$ cat src/rtl/l0_pkg.sv
`default_nettype none
// +--------------------------------------------------------------------+
// | l0_pkg : shared mode encodings and width helper for the L0 buffer  |
// | Revision: 1.0                                                      |
// +--------------------------------------------------------------------+
package l0_pkg;

  localparam logic L0_MODE_BCAST = 1'b0;
  localparam logic L0_MODE_SKEW  = 1'b1;

  function automatic int clog2(input int value);
    int result;
    int rem;
    result = 0;
    rem    = value - 1;
    while (rem > 0) begin
      result = result + 1;
      rem    = rem >> 1;
    end
    return result;
  endfunction

endpackage
`default_nettype wire

$ cat src/rtl/l0_row_fifo.sv
`default_nettype none
// +--------------------------------------------------------------------+
// | l0_row_fifo : single-clock per-row FIFO with registered read data  |
// | Revision: 1.0                                                      |
// +--------------------------------------------------------------------+
module l0_row_fifo
  import l0_pkg::*;
#(
  parameter int BW    = 4,
  parameter int DEPTH = 64
) (
  input  logic                   clk,
  input  logic                   reset,
  input  logic                   push,
  input  logic                   pop,
  input  logic [BW-1:0]          din,
  output logic [BW-1:0]          dout,
  output logic                   full,
  output logic                   empty,
  output logic [clog2(DEPTH):0]  count
);

  localparam int AW = clog2(DEPTH);
  localparam int CW = AW + 1;
  localparam logic [CW-1:0] FULL_CNT = CW'(DEPTH);

  logic [BW-1:0] mem [DEPTH];
  logic [AW-1:0] wr_ptr_q;
  logic [AW-1:0] rd_ptr_q;
  logic [CW-1:0] count_q;
  logic [BW-1:0] dout_q;
  logic          w_do_push;
  logic          w_do_pop;

  assign full      = (count_q == FULL_CNT);
  assign empty     = (count_q == '0);
  assign count     = count_q;
  assign dout      = dout_q;
  // Full/empty come from pre-edge state, so same-cycle push/pop never rescue each other.
  assign w_do_push = push && !full;
  assign w_do_pop  = pop && !empty;

  always_ff @(posedge clk) begin
    if (w_do_push) begin
      mem[wr_ptr_q] <= din;
    end
  end

  always_ff @(posedge clk) begin
    if (reset) begin
      wr_ptr_q <= '0;
      rd_ptr_q <= '0;
      count_q  <= '0;
      dout_q   <= '0;
    end else begin
      if (w_do_push) begin
        wr_ptr_q <= wr_ptr_q + 1'b1;
      end
      if (w_do_pop) begin
        rd_ptr_q <= rd_ptr_q + 1'b1;
        dout_q   <= mem[rd_ptr_q];
      end
      case ({w_do_push, w_do_pop})
        2'b10:   count_q <= count_q + 1'b1;
        2'b01:   count_q <= count_q - 1'b1;
        default: count_q <= count_q;
      endcase
    end
  end

endmodule
`default_nettype wire

$ cat src/rtl/l0_skew_buffer.sv
`default_nettype none
// +--------------------------------------------------------------------+
// | l0_skew_buffer : ROW-wide L0 input buffer, broadcast/skewed reads  |
// | Revision: 1.0                                                      |
// +--------------------------------------------------------------------+
module l0_skew_buffer
  import l0_pkg::*;
#(
  parameter int ROW   = 8,
  parameter int BW    = 4,
  parameter int DEPTH = 64
) (
  input  logic                   clk,
  input  logic                   reset,
  input  logic                   mode,
  input  logic                   wr,
  input  logic [ROW*BW-1:0]      in,
  input  logic                   rd,
  output logic [ROW*BW-1:0]      out,
  output logic [ROW-1:0]         out_valid,
  output logic                   o_full,
  output logic                   o_ready,
  output logic                   o_empty,
  output logic [clog2(DEPTH):0]  o_count,
  output logic                   o_overflow,
  output logic                   o_underflow
);

  localparam int CW = clog2(DEPTH) + 1;

  logic [ROW-1:0]         rd_en_q,     rd_en_d;
  logic                   mode_q,      mode_d;
  logic [ROW-1:0]         out_valid_q, out_valid_d;
  logic                   ovf_q,       ovf_d;
  logic                   unf_q,       unf_d;

  logic [ROW-1:0]         w_row_full;
  logic [ROW-1:0]         w_row_empty;
  logic [ROW-1:0][BW-1:0] w_row_dout;
  logic [ROW-1:0][CW-1:0] w_row_count;
  logic [(ROW-1)*CW-1:0]  w_count_unused;
  logic                   w_any_full;
  logic                   w_push;

  assign w_any_full = |w_row_full;
  // A write is all-or-nothing so every row keeps the same fill level.
  assign w_push     = wr && !w_any_full;

  generate
    for (genvar i = 0; i < ROW; i++) begin : g_row
      l0_row_fifo #(
        .BW    (BW),
        .DEPTH (DEPTH)
      ) u_fifo (
        .clk   (clk),
        .reset (reset),
        .push  (w_push),
        .pop   (rd_en_q[i]),
        .din   (in[i*BW +: BW]),
        .dout  (w_row_dout[i]),
        .full  (w_row_full[i]),
        .empty (w_row_empty[i]),
        .count (w_row_count[i])
      );
    end
  endgenerate

  always_comb begin
    rd_en_d     = {ROW{rd}};
    mode_d      = mode_q;
    out_valid_d = rd_en_q & ~w_row_empty;
    ovf_d       = ovf_q | (wr & w_any_full);
    unf_d       = unf_q | (|(rd_en_q & w_row_empty));
    if (mode_q == L0_MODE_SKEW) begin
      rd_en_d = {rd_en_q[ROW-2:0], rd};
    end
    // Pattern may only change with no wavefront launching or in flight.
    if (!rd && (rd_en_q == '0)) begin
      mode_d = mode;
    end
  end

  always_ff @(posedge clk) begin
    if (reset) begin
      rd_en_q     <= '0;
      mode_q      <= L0_MODE_BCAST;
      out_valid_q <= '0;
      ovf_q       <= 1'b0;
      unf_q       <= 1'b0;
    end else begin
      rd_en_q     <= rd_en_d;
      mode_q      <= mode_d;
      out_valid_q <= out_valid_d;
      ovf_q       <= ovf_d;
      unf_q       <= unf_d;
    end
  end

  assign out            = w_row_dout;
  assign out_valid      = out_valid_q;
  assign o_full         = w_any_full;
  assign o_ready        = ~w_any_full;
  assign o_empty        = &w_row_empty;
  assign o_count        = w_row_count[ROW-1];
  assign o_overflow     = ovf_q;
  assign o_underflow    = unf_q;
  assign w_count_unused = w_row_count[ROW-2:0];

endmodule
`default_nettype wire

$ cat config.mk
export PLATFORM = sky130hd
export DESIGN_NAME = l0_skew_buffer
export DESIGN_NICKNAME = d
export VERILOG_FILES = /design/src/rtl/l0_pkg.sv /design/src/rtl/l0_row_fifo.sv /design/src/rtl/l0_skew_buffer.sv
export SDC_FILE = /design/constraint.sdc
export NUM_CORES = 2
export LEC_CHECK = 0
export ABC_AREA = 0
export BUFFER_PORTS_ARGS = -buffer_cell sky130_fd_sc_hd__buf_2
export CAP_MARGIN = 20
export CORE_MARGIN = 4
export CORE_UTILIZATION = 42
export CTS_BUF_LIST = sky130_fd_sc_hd__clkbuf_8
export DETAILED_ROUTE_END_ITERATION = 8
export SLEW_MARGIN = 0
export SYNTH_ARGS = -nofsm -noshare
export SYNTH_HDL_FRONTEND = slang
export SYNTH_SLANG_ARGS = --single-unit
export TNS_END_PERCENT = 5
$ cat constraint.sdc
create_clock -name clk -period 4.1 [get_ports clk]
set_input_delay 0.41 -clock clk [delete_from_list [all_inputs] [get_ports clk]]
set_output_delay 0.41 -clock clk [all_outputs]
set_load 0.05 [all_outputs]
==> key figures <==
Cells and area
  – Area grow syn2layout: 13.17%
  – Layout cells sized above 1: 20.90%
  – Final nets: between 5000 and 6000

Routing
  – Total number of vias: about 50000
  – Routed Antenna Nets: 0
  – Routed wire per std cell: roughly 23 um
  – Vias per cell: about 5.5
  – 1st-iter DRT viols: ~4500
  – Routed Wire Length: 207.6 mm
  – DRC Markers: 0
  – TritonRoute pass-1 iters: 6

Global route
  – Initial antenna violation count: 3
  – Global route overflow: 0
  – First-pass GRT wire length: 317.5 mm
  – Total track usage: between 10% and 20%
  – Largest net degree at the start of global routing: between 70 and 80
  – Vias in the first global route: ~51000

STA
  – Clk_skew: 0.07245 ns
  – Final period util: approximately 94%
  – Worst Tran Pin Value: 1.073 ns
  – Worst rel slew slack: roughly 28%
  – Achievable frequency: roughly 260 MHz
  – Final Hold Fails: 0
  – Aggregate negative setup slack: 0 ns
  – Minimum clock period: between 3 and 4 ns
  – RSZ-0062 raised after global routing: no
  – Slew Viols, Final: 0
  – Setup violations, final: 0

Synthesis
  – Synth Area in Compound Gates: 4.910%
  – Primary FF master, synth: edfxtp_1
  – Combinational family with the most area after synthesis: multiplexers
  – Post-synthesis async set-or-reset flop share: 0%
  – Synth Warn #: 0
  – Post-synthesis sequential area ratio: around 72%
  – Xor/xnor share of the synthesized area: less than 1%
  – Simple-Gate Fraction of Synth Area: under 10%
  – Mux cell area share after synthesis: a little over an eighth
  – Mapped Cells: ~5500
  – Syn avg cell area: about 17 um^2
  – Area share of fa/ha/maj cells after synthesis: 0.5468%
  – Post-Synthesis Cell Area: slightly above 90000 um^2
  – Seq cells post-synth: between 2000 and 2500
  – Post-synth EDFFs: around 2000
  – Mapped Nets: between 5000 and 6000
  – Yosys cell types: 68

Pwr
  – NetSw: roughly 14 mW
  – Internal Power: between 30 and 40 mW
  – Worst vdd ir: ~0.00036 V
  – Pwr Total: 53.48 mW
  – Sequential Power Share: between 40% and 50%
  – Static Leak: 32.57 nW
  – Combinational power share: between 10% and 20%
  – Net Sw Frac: 27.04%
  – Power Density: 516.3 nW/um^2
  – Clock network fraction of design power: a little over a third

Outcome
  – Status: completed

Floorplanning
  – Die outline height: approximately 470 um
  – Num rows: between 150 and 200
  – Core ar.: about 220000 um^2
  – Initial core utilization: roughly 42%
  – Die X: roughly 470 um
  – Ports: just under 90
  – Area of the die: around 230000 um^2

Clock tree
  – CTS Buf Count: around 380
  – Clk Tree Root Cell: clkbuf_8
  – TritonCTS clock tree: yes
  – Post-CTS Setup Bufs: 0
  – CTS Sinks: between 2000 and 2500
  – H-Tree Depth: 5
  – CTS max path bufs: 4
  – Skew-Pair Late Insertion Delay: approximately 1.1 ns
  – Clock Pin Slew Worst Setup and Hold Paths: about 0.060 ns

Worst setup path
  – R2R cell count: 15
  – Crit end category: register
  – Setup CP Type: register to register
  – Critical Path RT: between 5 and 6 ns
  – CP Launch Type: register
  – RR Startpoint: g_row[7].u_fifo.count[0]$_SDFFE_PP0P_
  – Max Fanout on Critical Path: 13
  – Worst r2r dst: g_row[1].u_fifo.count[6]$_SDFFE_PP0P_
  – CP arrival: around 4.8 ns
  – R2r setup slk: 0.25 ns

Placement
  – Placer Congestion: 0.8177
  – Dpl hpwl: 128.6 mm
  – Number of port buffers: between 80 and 90

Worst hold path
  – Hold path depth: 2
  – Worst hold path type: input port to register
  – Hold_sp: in[2]
  – Hold Path End: g_row[0].u_fifo.mem[0][2]$_DFFE_PP_

Run
  – Maxcap violations: 0
## synth_stat cells (all sizes together), types with 20 or more instances
master	number	area share [%]
a211oi	53	0.43
a21o	20	0.16
a21oi	160	0.87
a22oi	41	0.34
a32oi	43	0.41
buf	179	0.93
clkbuf	179	0.74
dfxtp	203	4.4
edfxtp	2048	67
ha	40	0.55
inv	41	0.17
mux2i	330	3.6
mux4	389	9.6
nand2	165	0.68
nand2b	25	0.17
nand3	89	0.49
nand3b	57	0.54
nand4	21	0.14
nor2	692	2.8
nor2b	47	0.32
nor3	29	0.16
o21ai	138	0.75
o221ai	47	0.45
o22ai	54	0.37
o31ai	23	0.19
or3	65	0.44
xnor2	38	0.36
xor2	62	0.59
## stage by stage
step                cell area [um^2]  cells  setup slack [ns]  utilization (%)  hold WS [ns]
floorplan                      91570   5506          -0.04512                -        0.4670
global placement               95710   8287            0.2488            44.12        0.4490
detailed placement             95750   8289            0.1526            44.14        0.4522
CTS                           103100   8992           0.02994            47.53       0.02652
global route                  103600   9022           0.02965            47.74        0.1015
finish                        103600   9023            0.2502            47.74        0.1973
## per-layer routing
layer | vias up | global-route usage [%] | routed length, um
met1 | 25560 | 25.76 | 91240
met2 | 1596 | 28.94 | 98440
met3 | 364 | 3.416 | 12460
met4 | 2 | 5.819 | 5467
li1 | 22500 | - | -
met5 | - | 0 | 13
## worst max-delay path, stage by stage, from the launching register on
cell and delay, ns:
dfxtp_2 0.35, or4_1 0.56, or4b_1 0.59, nand3_1 0.15
nor4_2 0.06, buf_4 0.21, inv_1 0.10, ha_1 0.18
xor2_1 0.08, ha_1 0.20, a21oi_1 0.25, o21ai_0 0.14
a221oi_2 0.30, a221oi_1 0.15, or3_1 0.32, a21oi_1 0.15
## worst max-delay path by stage
stage | slack (ns) | cells after the start | start | to
after detailed placement | 0.15 | 15 | g_row[7].u_fifo.count[0]$_SDFFE_PP0P_ | g_row[6].u_fifo.count[6]$_SDFFE_PP0P_
after global placement | 0.25 | 15 | g_row[7].u_fifo.count[0]$_SDFFE_PP0P_ | g_row[5].u_fifo.count[6]$_SDFFE_PP0P_
after CTS | 0.03 | 5 | g_row[3].u_fifo.count[1]$_SDFFE_PP0P_ | o_empty
after global routing | 0.03 | 15 | g_row[3].u_fifo.count[1]$_SDFFE_PP0P_ | g_row[5].u_fifo.count[6]$_SDFFE_PP0P_
final | 0.25 | 15 | g_row[7].u_fifo.count[0]$_SDFFE_PP0P_ | g_row[1].u_fifo.count[6]$_SDFFE_PP0P_
after floorplan | -0.05 | 18 | g_row[7].u_fifo.count[1]$_SDFFE_PP0P_ | g_row[0].u_fifo.count[6]$_SDFFE_PP0P_
## state kept, by name, summed over array words and instances (netlist names)
name / cells
g_row.u_fifo.dout: 32
g_row.u_fifo.wr_ptr_q: 48
out_valid: 8
rd_en_q: 8
mode_q: 1
o_underflow: 1
g_row.u_fifo.mem: 2048
g_row.u_fifo.rd_ptr_q: 48
o_overflow: 1
g_row.u_fifo.count: 56
## power by group through the flow
stage	Sequential [mW]	Clock [mW]	Combinational [mW]
2_1_floorplan	26.8	0	5.62
3_3_place_gp	27.1	0	7.95
3_5_place_dp	27.2	0	8.04
4_1_cts	26.7	19.4	8.08
5_1_grt	26.8	20.6	8.67
6_report	26.7	18.8	8.02
## kinds of logic (layout without fill, tap and decap cells)
| kind of cell | count (synthesis) | count (layout) |
|---|---|---|
| DFF | 2251 | 2251 |
| xor gates and xnor gates | 100 | 100 |
| other | 0 | 2 |
| adders and majority gates | 40 | 40 |
| muxes | 733 | 733 |
| and+or+nand+nor | 1298 | 1298 |
| AOI/OAI and AO/OA | 680 | 680 |
| buffers and inverters | 404 | 1065 |
## repair_timing
action,CTS,global route
resized for setup,1,5
pin swaps,0,1
setup endpoints to repair,1,9
cloned,0,0
endpoints found under the hold margin,804,631
hold buffers,22,14
## area by class of cell
cell class              count  area (um^2)
fillers                 18460       113400
flip-flops and latches   2251        65610
multi-input cells        2851        24320
clock buffers             416         5725
well taps                2854         3571
repair buffers            338         2760
clock inverters           265         1411
inverters                  46        177.7
diodes                      2        5.005
## placed cells by master (no fill, tap or decap), types with 43 or more instances in the layout
cell and count:
nor2_1 692, o21ai_0 129, nand2_1 165, nand3_1 89, a32oi_1 43, a21oi_1 157, dfxtp_1 180, edfxtp_1 2048
buf_2 87, clkinv_1 57, o221ai_1 47, clkinv_2 51, mux4_2 389, buf_4 187, clkbuf_8 417, mux2i_1 330
a211oi_1 53, xor2_1 62, nor2b_1 47, or3_1 65, o22ai_1 54, inv_1 179
Note: power is estimated with default switching activity, not from simulation.
